===== src/rtl/conv_layer_sched.sv =====
// Layer sequencer for the 3x3 conv datapath: walks tiles, output channels and input groups,
// drives bank/weight/bias read addresses, and emits delayed output-write strobes.
module conv_layer_sched #(
  parameter int ADDR_W   = 14,
  parameter int W_ADDR_W = 7,
  parameter int B_ADDR_W = 5,
  parameter int DIM_W    = 7,
  parameter int LAT      = 3
) (
  input  logic                i_clk,
  input  logic                i_rst,
  input  logic                i_start,
  input  logic [DIM_W-1:0]    i_cfg_tile_w_m1,
  input  logic [DIM_W-1:0]    i_cfg_tile_h_m1,
  input  logic [3:0]          i_cfg_in_grp_m1,
  input  logic [4:0]          i_cfg_out_ch_m1,
  input  logic [ADDR_W-1:0]   i_cfg_bank_stride,
  input  logic [ADDR_W-1:0]   i_cfg_grp_stride,
  input  logic [W_ADDR_W-1:0] i_cfg_w_base,
  input  logic [B_ADDR_W-1:0] i_cfg_b_base,
  input  logic                i_stall,
  output logic                o_busy,
  output logic                o_issue,
  output logic                o_first_grp,
  output logic [ADDR_W-1:0]   o_raddr_0,
  output logic [ADDR_W-1:0]   o_raddr_1,
  output logic [ADDR_W-1:0]   o_raddr_2,
  output logic [ADDR_W-1:0]   o_raddr_3,
  output logic [W_ADDR_W-1:0] o_raddr_weight,
  output logic [B_ADDR_W-1:0] o_raddr_bias,
  output logic                o_wr_en,
  output logic [ADDR_W-1:0]   o_waddr,
  output logic [4:0]          o_wr_ch,
  output logic                o_done
);

  localparam logic [1:0] S_IDLE  = 2'd0;
  localparam logic [1:0] S_RUN   = 2'd1;
  localparam logic [1:0] S_DRAIN = 2'd2;

  logic [1:0]          r_state;
  logic [DIM_W-1:0]    r_tw_m1, r_th_m1, r_tx, r_ty;
  logic [3:0]          r_grp_m1, r_ig;
  logic [4:0]          r_och_m1, r_oc;
  logic [ADDR_W-1:0]   r_bank_stride, r_grp_stride;
  logic [W_ADDR_W-1:0] r_w_base, r_raddr_w;
  logic [B_ADDR_W-1:0] r_b_base, r_raddr_b;
  logic [ADDR_W-1:0]   r_raddr [4];
  logic [LAT-1:0]      r_dl_vld;
  logic [ADDR_W-1:0]   r_dl_tile [LAT];
  logic [4:0]          r_dl_ch [LAT];

  logic                w_issue, w_push, w_final, w_dl_empty;
  logic                w_ig_last, w_oc_last, w_tx_last, w_ty_last;
  logic [3:0]          w_ig_nxt;
  logic [4:0]          w_oc_nxt, w_grp_cnt;
  logic [DIM_W-1:0]    w_tx_nxt, w_ty_nxt;
  logic [DIM_W:0]      w_tw_cnt;
  logic [ADDR_W-1:0]   w_tile;
  logic [ADDR_W-1:0]   w_raddr_nxt [4];
  logic [W_ADDR_W-1:0] w_raddr_w_nxt;
  logic [B_ADDR_W-1:0] w_raddr_b_nxt;

  // Bank {r,c} holds the pixels whose row/col parity is r/c; the tile origin parity picks the offset.
  function automatic logic [ADDR_W-1:0] f_bank(input logic i_r, input logic i_c,
                                              input logic [DIM_W-1:0] i_ty, input logic [DIM_W-1:0] i_tx,
                                              input logic [3:0] i_ig,
                                              input logic [ADDR_W-1:0] i_bs, input logic [ADDR_W-1:0] i_gs);
    logic [DIM_W:0] v_row, v_col;
    v_row = ({1'b0, i_ty} + {{DIM_W{1'b0}}, i_r ^ i_ty[0]}) >> 1;
    v_col = ({1'b0, i_tx} + {{DIM_W{1'b0}}, i_c ^ i_tx[0]}) >> 1;
    return ADDR_W'(v_row) * i_bs + ADDR_W'(v_col) + ADDR_W'(i_ig) * i_gs;
  endfunction

  assign w_issue    = (r_state == S_RUN) & ~i_stall;
  assign w_ig_last  = (r_ig == r_grp_m1);
  assign w_oc_last  = (r_oc == r_och_m1);
  assign w_tx_last  = (r_tx == r_tw_m1);
  assign w_ty_last  = (r_ty == r_th_m1);
  assign w_final    = w_ig_last & w_oc_last & w_tx_last & w_ty_last;
  assign w_push     = w_issue & w_ig_last;
  assign w_dl_empty = ~|r_dl_vld;

  assign w_ig_nxt = w_ig_last ? 4'd0 : r_ig + 4'd1;
  assign w_oc_nxt = !w_ig_last ? r_oc : (w_oc_last ? 5'd0 : r_oc + 5'd1);
  assign w_tx_nxt = !(w_ig_last & w_oc_last) ? r_tx :
                    (w_tx_last ? '0 : r_tx + DIM_W'(1));
  assign w_ty_nxt = !(w_ig_last & w_oc_last & w_tx_last) ? r_ty :
                    (w_ty_last ? '0 : r_ty + DIM_W'(1));

  assign w_grp_cnt     = {1'b0, r_grp_m1} + 5'd1;
  assign w_tw_cnt      = {1'b0, r_tw_m1} + (DIM_W+1)'(1);
  assign w_tile        = ADDR_W'(r_ty) * ADDR_W'(w_tw_cnt) + ADDR_W'(r_tx);
  assign w_raddr_w_nxt = r_w_base + W_ADDR_W'(w_oc_nxt) * W_ADDR_W'(w_grp_cnt) + W_ADDR_W'(w_ig_nxt);
  assign w_raddr_b_nxt = r_b_base + B_ADDR_W'(w_oc_nxt);

  always_comb begin
    w_raddr_nxt = '{default: '0};
    for (int b = 0; b < 4; b++)
      w_raddr_nxt[b] = f_bank(b[1], b[0], w_ty_nxt, w_tx_nxt, w_ig_nxt, r_bank_stride, r_grp_stride);
  end

  always_ff @(posedge i_clk) begin
    if (i_rst) begin
      r_state       <= S_IDLE;
      r_tw_m1       <= '0;
      r_th_m1       <= '0;
      r_grp_m1      <= '0;
      r_och_m1      <= '0;
      r_bank_stride <= '0;
      r_grp_stride  <= '0;
      r_w_base      <= '0;
      r_b_base      <= '0;
      r_ig          <= '0;
      r_oc          <= '0;
      r_tx          <= '0;
      r_ty          <= '0;
      r_raddr       <= '{default: '0};
      r_raddr_w     <= '0;
      r_raddr_b     <= '0;
    end else begin
      case (r_state)
        S_IDLE: if (i_start) begin
          r_tw_m1       <= i_cfg_tile_w_m1;
          r_th_m1       <= i_cfg_tile_h_m1;
          r_grp_m1      <= i_cfg_in_grp_m1;
          r_och_m1      <= i_cfg_out_ch_m1;
          r_bank_stride <= i_cfg_bank_stride;
          r_grp_stride  <= i_cfg_grp_stride;
          r_w_base      <= i_cfg_w_base;
          r_b_base      <= i_cfg_b_base;
          r_ig          <= '0;
          r_oc          <= '0;
          r_tx          <= '0;
          r_ty          <= '0;
          // Step (0,0,0,0) addresses reduce to zero bank offsets and the raw bases.
          r_raddr       <= '{default: '0};
          r_raddr_w     <= i_cfg_w_base;
          r_raddr_b     <= i_cfg_b_base;
          r_state       <= S_RUN;
        end
        S_RUN: if (w_issue) begin
          r_ig      <= w_ig_nxt;
          r_oc      <= w_oc_nxt;
          r_tx      <= w_tx_nxt;
          r_ty      <= w_ty_nxt;
          r_raddr   <= w_raddr_nxt;
          r_raddr_w <= w_raddr_w_nxt;
          r_raddr_b <= w_raddr_b_nxt;
          if (w_final) r_state <= S_DRAIN;
        end
        S_DRAIN: if (w_dl_empty) r_state <= S_IDLE;
        default: r_state <= S_IDLE;
      endcase
    end
  end

  // Data stages load only behind a valid, so the last stage holds waddr/wr_ch between writes.
  always_ff @(posedge i_clk) begin
    if (i_rst) begin
      r_dl_vld <= '0;
      for (int i = 0; i < LAT; i++) begin
        r_dl_tile[i] <= '0;
        r_dl_ch[i]   <= '0;
      end
    end else begin
      r_dl_vld[0] <= w_push;
      if (w_push) begin
        r_dl_tile[0] <= w_tile;
        r_dl_ch[0]   <= r_oc;
      end
      for (int i = 1; i < LAT; i++) begin
        r_dl_vld[i] <= r_dl_vld[i-1];
        if (r_dl_vld[i-1]) begin
          r_dl_tile[i] <= r_dl_tile[i-1];
          r_dl_ch[i]   <= r_dl_ch[i-1];
        end
      end
    end
  end

  assign o_busy         = (r_state != S_IDLE);
  assign o_issue        = w_issue;
  assign o_first_grp    = w_issue & (r_ig == 4'd0);
  assign o_raddr_0      = r_raddr[0];
  assign o_raddr_1      = r_raddr[1];
  assign o_raddr_2      = r_raddr[2];
  assign o_raddr_3      = r_raddr[3];
  assign o_raddr_weight = r_raddr_w;
  assign o_raddr_bias   = r_raddr_b;
  assign o_wr_en        = r_dl_vld[LAT-1];
  assign o_waddr        = r_dl_tile[LAT-1];
  assign o_wr_ch        = r_dl_ch[LAT-1];
  assign o_done         = (r_state == S_DRAIN) & w_dl_empty;

endmodule


===== config.mk =====
export PLATFORM = sky130hd
export DESIGN_NAME = conv_layer_sched
export DESIGN_NICKNAME = d
export VERILOG_FILES = /design/src/rtl/conv_layer_sched.sv
export SDC_FILE = /design/constraint.sdc
export NUM_CORES = 1
export LEC_CHECK = 0
export ABC_AREA = 1
export CORE_MARGIN = 5
export CORE_UTILIZATION = 65
export DETAILED_ROUTE_END_ITERATION = 8
export PLACE_DENSITY = 0.88
export SLEW_MARGIN = 15
export SYNTH_ARGS = -nofsm -noshare
export SYNTH_HDL_FRONTEND = slang
export SYNTH_SLANG_ARGS = --single-unit

===== constraint.sdc =====
create_clock -name i_clk -period 14.9 [get_ports i_clk]
set_clock_uncertainty 0.05 [all_clocks]
set_input_delay 3.725 -clock i_clk [delete_from_list [all_inputs] [get_ports i_clk]]
set_output_delay 3.725 -clock i_clk [all_outputs]
set_load 0.005 [all_outputs]

# Yosys cells after proc, flatten, opt, wreduce, memory -nomap -nowiden
# Memory sizes are Yosys's and may differ from the RTL's.
# Cells that the tools add are included.
# word_totals
register_bits,159
mem_bits_rw,57
inputBits,67
word_cells,133
memories,2
# op_classes
n_addsub,22
n_mul,5
n_eq_ne,10
muxes,49
n_bitwise,16
reduce_logical,9
# mem_list
name,depth,word_bits,rd,rd_clocked_by_memory_dff,write_ports,line_no,source
r_dl_tile,3,14,3,0,3,50,logic [ADDR_W-1:0] r_dl_tile [LAT];
r_dl_ch,3,5,3,0,3,51,logic [4:0] r_dl_ch [LAT];
# ops
cell,count
56-bit 2-to-1 mux,2
56-bit one-hot mux with 2 select lines,1
14-bit by 7-bit adder with 14-bit output,5
7-bit 2-to-1 mux,9
14-bit adder,4
5-bit 2-to-1 mux,9
14-bit 2-to-1 mux,3
7-bit one-hot mux with 2 select lines,3
7-bit by 1-bit adder with 8-bit output,4
7-bit by 14-bit multiplier with 14-bit output,2
5-bit one-hot mux with 2 select lines,2
7-bit by 1-bit adder with 7-bit output (second input constant),2
7-bit equality test,2
4-bit by 14-bit multiplier with 14-bit output,1
7-bit by 8-bit multiplier with 14-bit output,1
4-bit 2-to-1 mux,3
1-bit 2-to-1 mux,11
7-bit by 1-bit adder with 8-bit output (second input constant),1
2-bit 2-to-1 mux,4
2-bit inequality test (second input constant),4
4-bit one-hot mux with 2 select lines,1
7-bit by 4-bit adder with 7-bit output,1
7-bit adder,1
1-bit bitwise AND,7
20 further kinds,28

# Longest topological paths before layout
# Gate-level depths: netlist of the first run.
# depth
depth_word,11
ltp_mapped,55
ltp_nobuf,55

# Worst setup path before layout of the first run
# OpenSTA, ideal clock, no wires.
# synth_path
kind,input to output
from,input i_stall
to,output o_first_grp
arrival_time_ps,4385
required_time_ps,11125
setup_slack_ps,6740
stages,4
n_path_buf,1
path_cell_list,nor2_2 -> inv_1 -> clkbuf_1 -> nor2_1
# synth_between
elab_chain_cells,3
# synth_rtl
item,line_no,source
start: declaration,21,"input logic i_stall,"
1-bit inverter,75,assign w_issue = (r_state == S_RUN) & ~i_stall;
1-bit bitwise AND,75,
1-bit bitwise AND,184,assign o_first_grp = w_issue & (r_ig == 4'd0);
end: declaration,24,"output logic o_first_grp,"
# No other way between the ends.

# Worst setup path after layout of the first run
# Ends and elaborated chain as after synthesis.

==> impl_metrics.prom, run 1 <==
# TYPE chip_impl_metric gauge
chip_impl_metric{name="post-route-period-util",unit="%"} 61.67
chip_impl_info{name="start_kind",value="input pin"} 1
chip_impl_metric{name="antenna-diode-count",unit=""} 0
chip_impl_metric{name="worst_hold_slack",unit="ps"} 416.2
chip_impl_metric{name="detail_route.wl_per_cell",unit="µm"} 16.72
chip_impl_metric{name="ir_worst_vdd",unit="µV"} 74.85
chip_impl_info{name="worst_r2r_startpoint",value="r_tw_m1[0]"} 1
chip_impl_metric{name="netlist_instances",unit=""} 2598
chip_impl_metric{name="synth_warnings",unit=""} 0
chip_impl_info{name="r2r-end",value="o_raddr_1[13]"} 1
chip_impl_metric{name="die-width",unit="µm"} 184.5
chip_impl_metric{name="worstRegToRegCells",unit=""} 45
chip_impl_metric{name="postSynthRegisterBits",unit=""} 216
chip_impl_metric{name="drt_wl_total",unit="µm"} 51940
chip_impl_metric{name="finalCoreUtilization",unit="%"} 74.59
chip_impl_metric{name="numClockSinks",unit=""} 216
chip_impl_metric{name="max_freq",unit="MHz"} 108.8
chip_impl_metric{name="grt_first_pass_wirelength",unit="µm"} 86020
chip_impl_metric{name="core_area",unit="µm²"} 29870
chip_impl_metric{name="die_h",unit="µm"} 184.5
chip_impl_metric{name="tns",unit="ps"} 0
chip_impl_metric{name="clock_slew_at_reported_path_ffs",unit="ps"} 60
chip_impl_info{name="grt_setup_unrepaired",value="false"} 1
chip_impl_info{name="crit_path_start",value="i_stall"} 1
chip_impl_metric{name="postCtsResizedCells",unit=""} 0
chip_impl_metric{name="via_cell_ratio",unit=""} 5.569
chip_impl_metric{name="postPlaceCellArea",unit="µm²"} 21470
chip_impl_metric{name="crit_path_max_incr_delay",unit="ps"} 530
chip_impl_metric{name="syn-num-nets",unit=""} 3019
chip_impl_metric{name="io-pin-count",unit=""} 159
chip_impl_metric{name="drc",unit=""} 0
chip_impl_metric{name="number_of_distinct_library_cells_after_synthesis",unit=""} 47
chip_impl_info{name="outcome",value="completed"} 1
chip_impl_info{name="hp-class",value="reg2reg"} 1
chip_impl_metric{name="number_of_nets_with_antenna_violations_after_detailed_routing",unit=""} 0
chip_impl_metric{name="numCtsBuffers",unit=""} 25
chip_impl_info{name="cts_root_buffer_type",value="sky130_fd_sc_hd__clkbuf_16"} 1
chip_impl_metric{name="grt_remaining_overflow",unit=""} 0
chip_impl_metric{name="dieArea",unit="µm²"} 34020
chip_impl_metric{name="use_met1",unit="%"} 37.31
chip_impl_metric{name="seq_area_frac_synth",unit="%"} 24.74
chip_impl_info{name="path_class",value="in2out"} 1
chip_impl_metric{name="cellLeakagePower",unit="nW"} 11.02
chip_impl_metric{name="timing.critical_path.arrival",unit="ps"} 5410
chip_impl_metric{name="worst_skew_pair.late_latency",unit="ps"} 560
chip_impl_metric{name="met2_track_utilization_from_global_routing",unit="%"} 54.89
chip_impl_metric{name="reg2reg_setup_slack",unit="ps"} 6800
chip_impl_metric{name="pin_count_of_the_biggest_net_entering_global_routing",unit=""} 78
chip_impl_metric{name="setup_violations",unit=""} 0
chip_impl_metric{name="detailedPlacementHpwl",unit="µm"} 40130
chip_impl_info{name="mostFrequentLayoutCells",value="492 x sky130_fd_sc_hd__inv_1, 416 x sky130_fd_sc_hd__nand2_1, 355 x sky130_fd_sc_hd__nor2_1, 204 x sky130_fd_sc_hd__a21oi_1, 178 x sky130_fd_sc_hd__fa_1"} 1
chip_impl_metric{name="finish.instance_area",unit="µm²"} 22280
chip_impl_info{name="global_route.peak_usage_layer",value="met2"} 1
chip_impl_metric{name="deepest_level_of_the_cts_h_tree",unit=""} 1
chip_impl_metric{name="slew_headroom",unit="%"} 38.30
chip_impl_metric{name="timing.max_cap.violations",unit=""} 0
chip_impl_metric{name="track_usage",unit="%"} 31.10
chip_impl_metric{name="final_nets",unit=""} 3118
chip_impl_metric{name="first_pass_iteration_count_of_the_detailed_router",unit=""} 6
chip_impl_metric{name="post-cts-setup-buffer-count",unit=""} 0
chip_impl_metric{name="num_vias",unit=""} 17297
chip_impl_metric{name="fp-row-count",unit=""} 63
chip_impl_info{name="layout_commonest_cell",value="sky130_fd_sc_hd__inv_1"} 1
chip_impl_metric{name="crit_path_cell_count",unit=""} 6
chip_impl_info{name="synth_flop_cell",value="sky130_fd_sc_hd__dfxtp_1"} 1
chip_impl_metric{name="number_of_max_slew_violations_in_the_final_report",unit=""} 0
chip_impl_metric{name="synth_edf_count",unit=""} 57
chip_impl_metric{name="finalHoldViolCount",unit=""} 0
chip_impl_metric{name="met3_usage",unit="%"} 3.592
chip_impl_info{name="timing.critical_path.slowest_stage_cell",value="sky130_fd_sc_hd__clkdlybuf4s50_1"} 1
chip_impl_metric{name="place_congestion",unit=""} 0.9549
chip_impl_metric{name="starting_density",unit="%"} 66.21
chip_impl_metric{name="syn_avg_cell_area",unit="µm²"} 7.614
chip_impl_metric{name="synthesis.area",unit="µm²"} 19780
chip_impl_metric{name="grt_antenna_before_repair",unit=""} 0
chip_impl_metric{name="power-per-cell-area",unit="nW/µm²"} 75.26
chip_impl_metric{name="post-route-min-period",unit="ps"} 9189
chip_impl_metric{name="initialDrtViolationCount",unit=""} 1191
chip_impl_metric{name="crit_buf_inv",unit=""} 4
chip_impl_metric{name="layout-drive-gt1-share",unit="%"} 4.381
chip_impl_metric{name="totalPowerFinal",unit="W"} 0.001677
chip_impl_info{name="path_delay_family",value="buffers and inverters"} 1
chip_impl_metric{name="count_of_buffers_from_port_buffering",unit=""} 158
chip_impl_metric{name="cts_hold_repair.buffers",unit=""} 0
chip_impl_info{name="cell_repeated_most_along_the_worst_path",value="sky130_fd_sc_hd__clkdlybuf4s50_1"} 1
chip_impl_info{name="critical_path.cell_chain",value="clkdlybuf4s50_1 > nor2_2 > buf_4 > inv_1 > nor2_1 > clkdlybuf4s50_1"} 1
chip_impl_metric{name="tightestPinTransition",unit="ps"} 922.1
chip_impl_metric{name="layout-area-overhead-vs-synth",unit="%"} 12.64
chip_impl_info{name="crit_end_element",value="output pin"} 1
chip_impl_info{name="crit_path_end",value="o_first_grp"} 1
chip_impl_metric{name="worstPathMaxFanout",unit=""} 18
chip_impl_metric{name="synth_async_sr_flop_share",unit="%"} 0
chip_impl_metric{name="cts_max_path_buffers",unit=""} 3
chip_impl_metric{name="critPathRequiredTime",unit="ps"} 11120
chip_impl_info{name="tritoncts",value="built"} 1
chip_impl_metric{name="number_of_global_route_vias_before_repair",unit=""} 17768
## cell usage after synthesis (all sizes together) (32+ instances only)
master / number / share of area, %
clkbuf: 64 / 1.2
xor2: 39 / 1.7
dfxtp: 159 / 16
nand3: 84 / 2.3
o21ai: 153 / 3.9
a21oi: 204 / 5.2
edfxtp: 57 / 8.7
nor2: 368 / 7.3
nand2: 432 / 8.5
xnor2: 38 / 1.7
ha: 176 / 11
buf: 32 / 1.1
inv: 503 / 9.5
fa: 178 / 18
## worst min-delay path by stage
stage / end / depth (start not counted) / slack (ps) / start
2_1_floorplan: r_dl_vld[2] / 2 / 390 / r_dl_vld[1]
3_3_place_gp: r_dl_vld[1] / 2 / 400 / r_dl_vld[0]
3_5_place_dp: o_raddr_0[5] / 2 / 410 / o_raddr_0[5]
4_1_cts: o_raddr_0[5] / 2 / 410 / o_raddr_0[5]
5_1_grt: o_raddr_0[6] / 2 / 430 / o_raddr_0[6]
6_report: o_raddr_3[4] / 2 / 420 / o_raddr_3[4]
## power breakdown
part           switching [W]  total, W  internal [W]
clock               0.000271  0.000616      0.000344
sequential         0.0000307  0.000670      0.000639
combinational       0.000253  0.000392      0.000139
total               0.000555   0.00168       0.00112
## registers in the layout (all words and copies together), names as in the netlist, 5 cells and up
name            flops
r_dl_tile          42
r_dl_ch            15
o_raddr_0          14
o_raddr_1          14
o_raddr_2          14
o_raddr_3          14
r_bank_stride      14
r_grp_stride       14
o_raddr_weight      7
r_th_m1             7
r_tw_m1             7
r_tx                7
r_ty                7
r_w_base            7
o_raddr_bias        5
r_b_base            5
r_oc                5
r_och_m1            5
## layer usage
| layer | vias to the layer above | routed length, µm |
|---|---|---|
| met5 | - | 0 |
| met4 | 0 | 3589 |
| met3 | 194 | 3274 |
| met2 | 680 | 25030 |
| met1 | 8158 | 20050 |
| li1 | 8265 | - |
## tightest hold or removal path, delay by kind of cell, from the launching register on
kind	cells	cell delay (ps)
AOI/OAI and AO/OA	1	50
and+or+nand+nor	1	60
DFF	1	310
## final cells by class
cell class                 instances  area [µm²]
tap                              390       488.0
inverter                         515        1933
multi-input combinational       1771       12500
clock inverter                    16       142.6
sequential                       216        4895
timing repair buffer             168        1652
fill                            2307        7592
clock buffer                      30       674.4
## per-stage QoR
step                setup slack [ps]  std cells
global placement                5694       3060
floorplan                       6740       2598
finish                          5711       3106
CTS                             5717       3106
detailed placement              5724       3060
global route                    5680       3106
## kinds of logic after synthesis
kind of cell | share of synthesized area (%)
simple gates | 19.53
buf+inv | 12.13
fa+ha+maj | 29.15
compound gates | 11.01
flops | 24.74
xor+xnor | 3.447
(Power assumes the default switching activity.)
==> inputs of run 2 (changes only) <==
Settings changed: CORE_UTILIZATION 65 to 55, PLACE_DENSITY 0.88 to 0.79.
Clock period 14.9 ns to 7.4 ns, I/O delays scaled along.
==> run 2 against run 1 <==
Non-clock buffer count is 64 higher. Sequential cell count stayed put. Largest power group is now the clock network. Count of clock-buffer cells in the layout up 6. Register-to-register slack worse by 6500 ps. Global-route usage fell by 3.1 points. Die area increased by 17%. Sequential power increased by 100%. Largest cell class unchanged. Worst setup slack worse by 5400 ps.
==> impl_metrics.prom, run 2 (synthesis gave the netlist of run 1 again) <==
# TYPE chip_impl_metric gauge
chip_impl_info{name="outcome",value="completed"} 1
chip_impl_metric{name="drc",unit=""} 0
chip_impl_info{name="holdPathEnd",value="o_raddr_2[7]"} 1
chip_impl_info{name="r2r-end",value="o_raddr_1[13]"} 1
chip_impl_metric{name="post-route-period-util",unit="%"} 95.60
chip_impl_metric{name="initialDrtViolationCount",unit=""} 1034
chip_impl_metric{name="crit_path_max_incr_delay",unit="ps"} 540
chip_impl_metric{name="timing.critical_path.arrival",unit="ps"} 7430
chip_impl_metric{name="relative_contribution_of_the_clock_network_to_total_power",unit="%"} 39.0
chip_impl_info{name="cell_repeated_most_along_the_worst_path",value="sky130_fd_sc_hd__inv_1"} 1
chip_impl_info{name="mostFrequentLayoutCells",value="481 x sky130_fd_sc_hd__inv_1, 406 x sky130_fd_sc_hd__nand2_1, 346 x sky130_fd_sc_hd__nor2_1, 193 x sky130_fd_sc_hd__a21oi_1, 178 x sky130_fd_sc_hd__fa_1"} 1
chip_impl_metric{name="fp-row-count",unit=""} 69
chip_impl_metric{name="place_congestion",unit=""} 0.9610
chip_impl_metric{name="worstRegToRegCells",unit=""} 46
chip_impl_metric{name="met2_track_utilization_from_global_routing",unit="%"} 49.61
chip_impl_info{name="path_delay_family",value="adder cells"} 1
chip_impl_metric{name="number_of_global_route_vias_before_repair",unit=""} 17556
chip_impl_metric{name="core_area",unit="µm²"} 35570
chip_impl_metric{name="count_of_buffers_from_port_buffering",unit=""} 158
chip_impl_metric{name="p_seq_share",unit="%"} 37.2
chip_impl_info{name="layout_commonest_cell",value="sky130_fd_sc_hd__inv_1"} 1
chip_impl_metric{name="final.setup.worst_slack",unit="ps"} 325.5
chip_impl_metric{name="number_of_max_slew_violations_in_the_final_report",unit=""} 0
chip_impl_metric{name="p_int",unit="W"} 0.002499
chip_impl_metric{name="starting_density",unit="%"} 55.61
chip_impl_metric{name="slew_headroom",unit="%"} 23.51
chip_impl_info{name="crit_end_element",value="register"} 1
chip_impl_metric{name="layout-area-overhead-vs-synth",unit="%"} 18.33
chip_impl_metric{name="cellLeakagePower",unit="nW"} 11.44
chip_impl_metric{name="worst_hold_slack",unit="ps"} 411.9
chip_impl_info{name="global_route.peak_usage_layer",value="met2"} 1
chip_impl_metric{name="worst_skew_pair.late_latency",unit="ps"} 550
chip_impl_metric{name="max_freq",unit="MHz"} 141.4
chip_impl_info{name="largest_register",value="r_dl_tile"} 1
chip_impl_metric{name="met3_usage",unit="%"} 3.625
chip_impl_metric{name="switching_share_of_power",unit="%"} 31.08
chip_impl_metric{name="combPwrFrac",unit="%"} 23.8
chip_impl_info{name="cts_root_buffer_type",value="sky130_fd_sc_hd__clkbuf_16"} 1
chip_impl_metric{name="min_path_cells",unit=""} 2
chip_impl_metric{name="deepest_level_of_the_cts_h_tree",unit=""} 1
chip_impl_metric{name="setup_violations",unit=""} 0
chip_impl_metric{name="dpl_worst_slack",unit="ps"} 64.15
chip_impl_metric{name="grt_remaining_overflow",unit=""} 0
chip_impl_metric{name="detail_route.wl_per_cell",unit="µm"} 17.28
chip_impl_metric{name="grt_antenna_before_repair",unit=""} 0
chip_impl_metric{name="critPathRequiredTime",unit="ps"} 7750
chip_impl_metric{name="tightestPinTransition",unit="ps"} 1140
chip_impl_metric{name="totalPowerFinal",unit="W"} 0.003626
chip_impl_metric{name="die_h",unit="µm"} 199.6
chip_impl_metric{name="grt_first_pass_wirelength",unit="µm"} 89500
chip_impl_metric{name="layout-drive-gt1-share",unit="%"} 9.382
chip_impl_info{name="worst_r2r_startpoint",value="r_oc[0]"} 1
chip_impl_metric{name="timing.max_cap.violations",unit=""} 0
chip_impl_metric{name="final_nets",unit=""} 3184
chip_impl_info{name="tritoncts",value="built"} 1
chip_impl_metric{name="via_cell_ratio",unit=""} 5.361
chip_impl_metric{name="finalCoreUtilization",unit="%"} 65.81
chip_impl_metric{name="power-per-cell-area",unit="nW/µm²"} 154.9
chip_impl_info{name="largestRegisters",value="r_dl_tile (42), r_dl_ch (15)"} 1
chip_impl_metric{name="use_met1",unit="%"} 35.05
chip_impl_info{name="holdCritStartpoint",value="o_raddr_2[7]"} 1
chip_impl_metric{name="cts_max_path_buffers",unit=""} 3
chip_impl_metric{name="dieArea",unit="µm²"} 39860
chip_impl_metric{name="tns",unit="ps"} 0
chip_impl_metric{name="largest_reg_flops",unit=""} 42
chip_impl_info{name="start_kind",value="register"} 1
chip_impl_metric{name="detailedPlacementHpwl",unit="µm"} 43950
chip_impl_metric{name="pin_count_of_the_biggest_net_entering_global_routing",unit=""} 93
chip_impl_metric{name="crit_buf_inv",unit=""} 11
chip_impl_metric{name="antenna-diode-count",unit=""} 0
chip_impl_info{name="timing.critical_path.slowest_stage_cell",value="sky130_fd_sc_hd__fa_1"} 1
chip_impl_metric{name="reg2reg_setup_slack",unit="ps"} 330
chip_impl_metric{name="num_vias",unit=""} 17386
chip_impl_metric{name="numClockSinks",unit=""} 216
chip_impl_metric{name="finalHoldViolCount",unit=""} 0
chip_impl_metric{name="track_usage",unit="%"} 28.04
chip_impl_metric{name="clock_slew_at_reported_path_ffs",unit="ps"} 70
chip_impl_metric{name="numCtsBuffers",unit=""} 26
chip_impl_metric{name="drt_wl_total",unit="µm"} 56040
chip_impl_metric{name="ir_worst_vdd",unit="µV"} 202.3
chip_impl_info{name="hp-class",value="reg2reg"} 1
chip_impl_metric{name="net-switching-power",unit="W"} 0.001127
chip_impl_metric{name="io-pin-count",unit=""} 159
chip_impl_metric{name="post-route-min-period",unit="ps"} 7075
chip_impl_metric{name="worstPathMaxFanout",unit=""} 6
chip_impl_info{name="path_class",value="reg2reg"} 1
chip_impl_metric{name="number_of_nets_with_antenna_violations_after_detailed_routing",unit=""} 0
chip_impl_metric{name="first_pass_iteration_count_of_the_detailed_router",unit=""} 6
chip_impl_metric{name="die-width",unit="µm"} 199.6
## run 2: final cells by class
cell class | instances | area (µm²)
well taps | 461 | 576.8
clock buffers | 36 | 729.5
clock inverters | 11 | 206.4
flip-flops and latches | 216 | 4933
fillers | 3021 | 12160
repair buffers | 232 | 2140
inverters | 515 | 1946
multi-input cells | 1772 | 12880
## run 2: worst max-delay path by stage
stage / depth (start not counted) / slack, ps / endpoint / startpoint
2_1_floorplan: 44 / 430 / o_raddr_0[13] / r_grp_m1[0]
3_3_place_gp: 41 / 200 / o_raddr_0[11] / r_tx[5]
3_5_place_dp: 45 / 60 / o_raddr_1[13] / r_oc[0]
4_1_cts: 47 / 50 / o_raddr_1[13] / r_tx[5]
5_1_grt: 46 / -60 / o_raddr_0[13] / r_oc[0]
6_report: 46 / 330 / o_raddr_1[13] / r_oc[0]
## run 2: routing by layer
| metal | up-vias | routed length (µm) |
|---|---|---|
| li1 | 8400 | - |
| met1 | 8390 | 22610 |
| met2 | 483 | 27770 |
| met3 | 113 | 3217 |
| met4 | 0 | 2440 |
| met5 | - | 0 |
## run 2: power by group through the flow
| stage | clock, W | sequential [W] | combinational, W |
|---|---|---|---|
| 2_1_floorplan | 0 | 0.00135 | 0.000515 |
| 3_3_place_gp | 0 | 0.00137 | 0.000786 |
| 3_5_place_dp | 0 | 0.00137 | 0.000801 |
| 4_1_cts | 0.00144 | 0.00135 | 0.000811 |
| 5_1_grt | 0.00149 | 0.00136 | 0.000964 |
| 6_report | 0.00141 | 0.00135 | 0.000863 |
## run 2: tightest hold or removal path, cell delays in order, from the launching register on
cell	delay [ps]
sky130_fd_sc_hd__dfxtp_1	300
sky130_fd_sc_hd__nand2_1	60
sky130_fd_sc_hd__a21oi_1	50
## run 2: timing repair
| action | 4_1_cts | 5_1_grt |
|---|---|---|
| endpoints found under the setup margin | 0 | 20 |
| hold buffers | 0 | 0 |
| buffers inserted | 0 | 26 |
| endpoints found under the hold margin | 0 | 0 |
| gates resized for setup | 0 | 114 |
## run 2: stage by stage
step	cells	area, µm²
floorplan	2598	19780
global placement	3169	21840
detailed placement	3169	21840
CTS	3216	22780
global route	3243	23410
finish	3243	23410
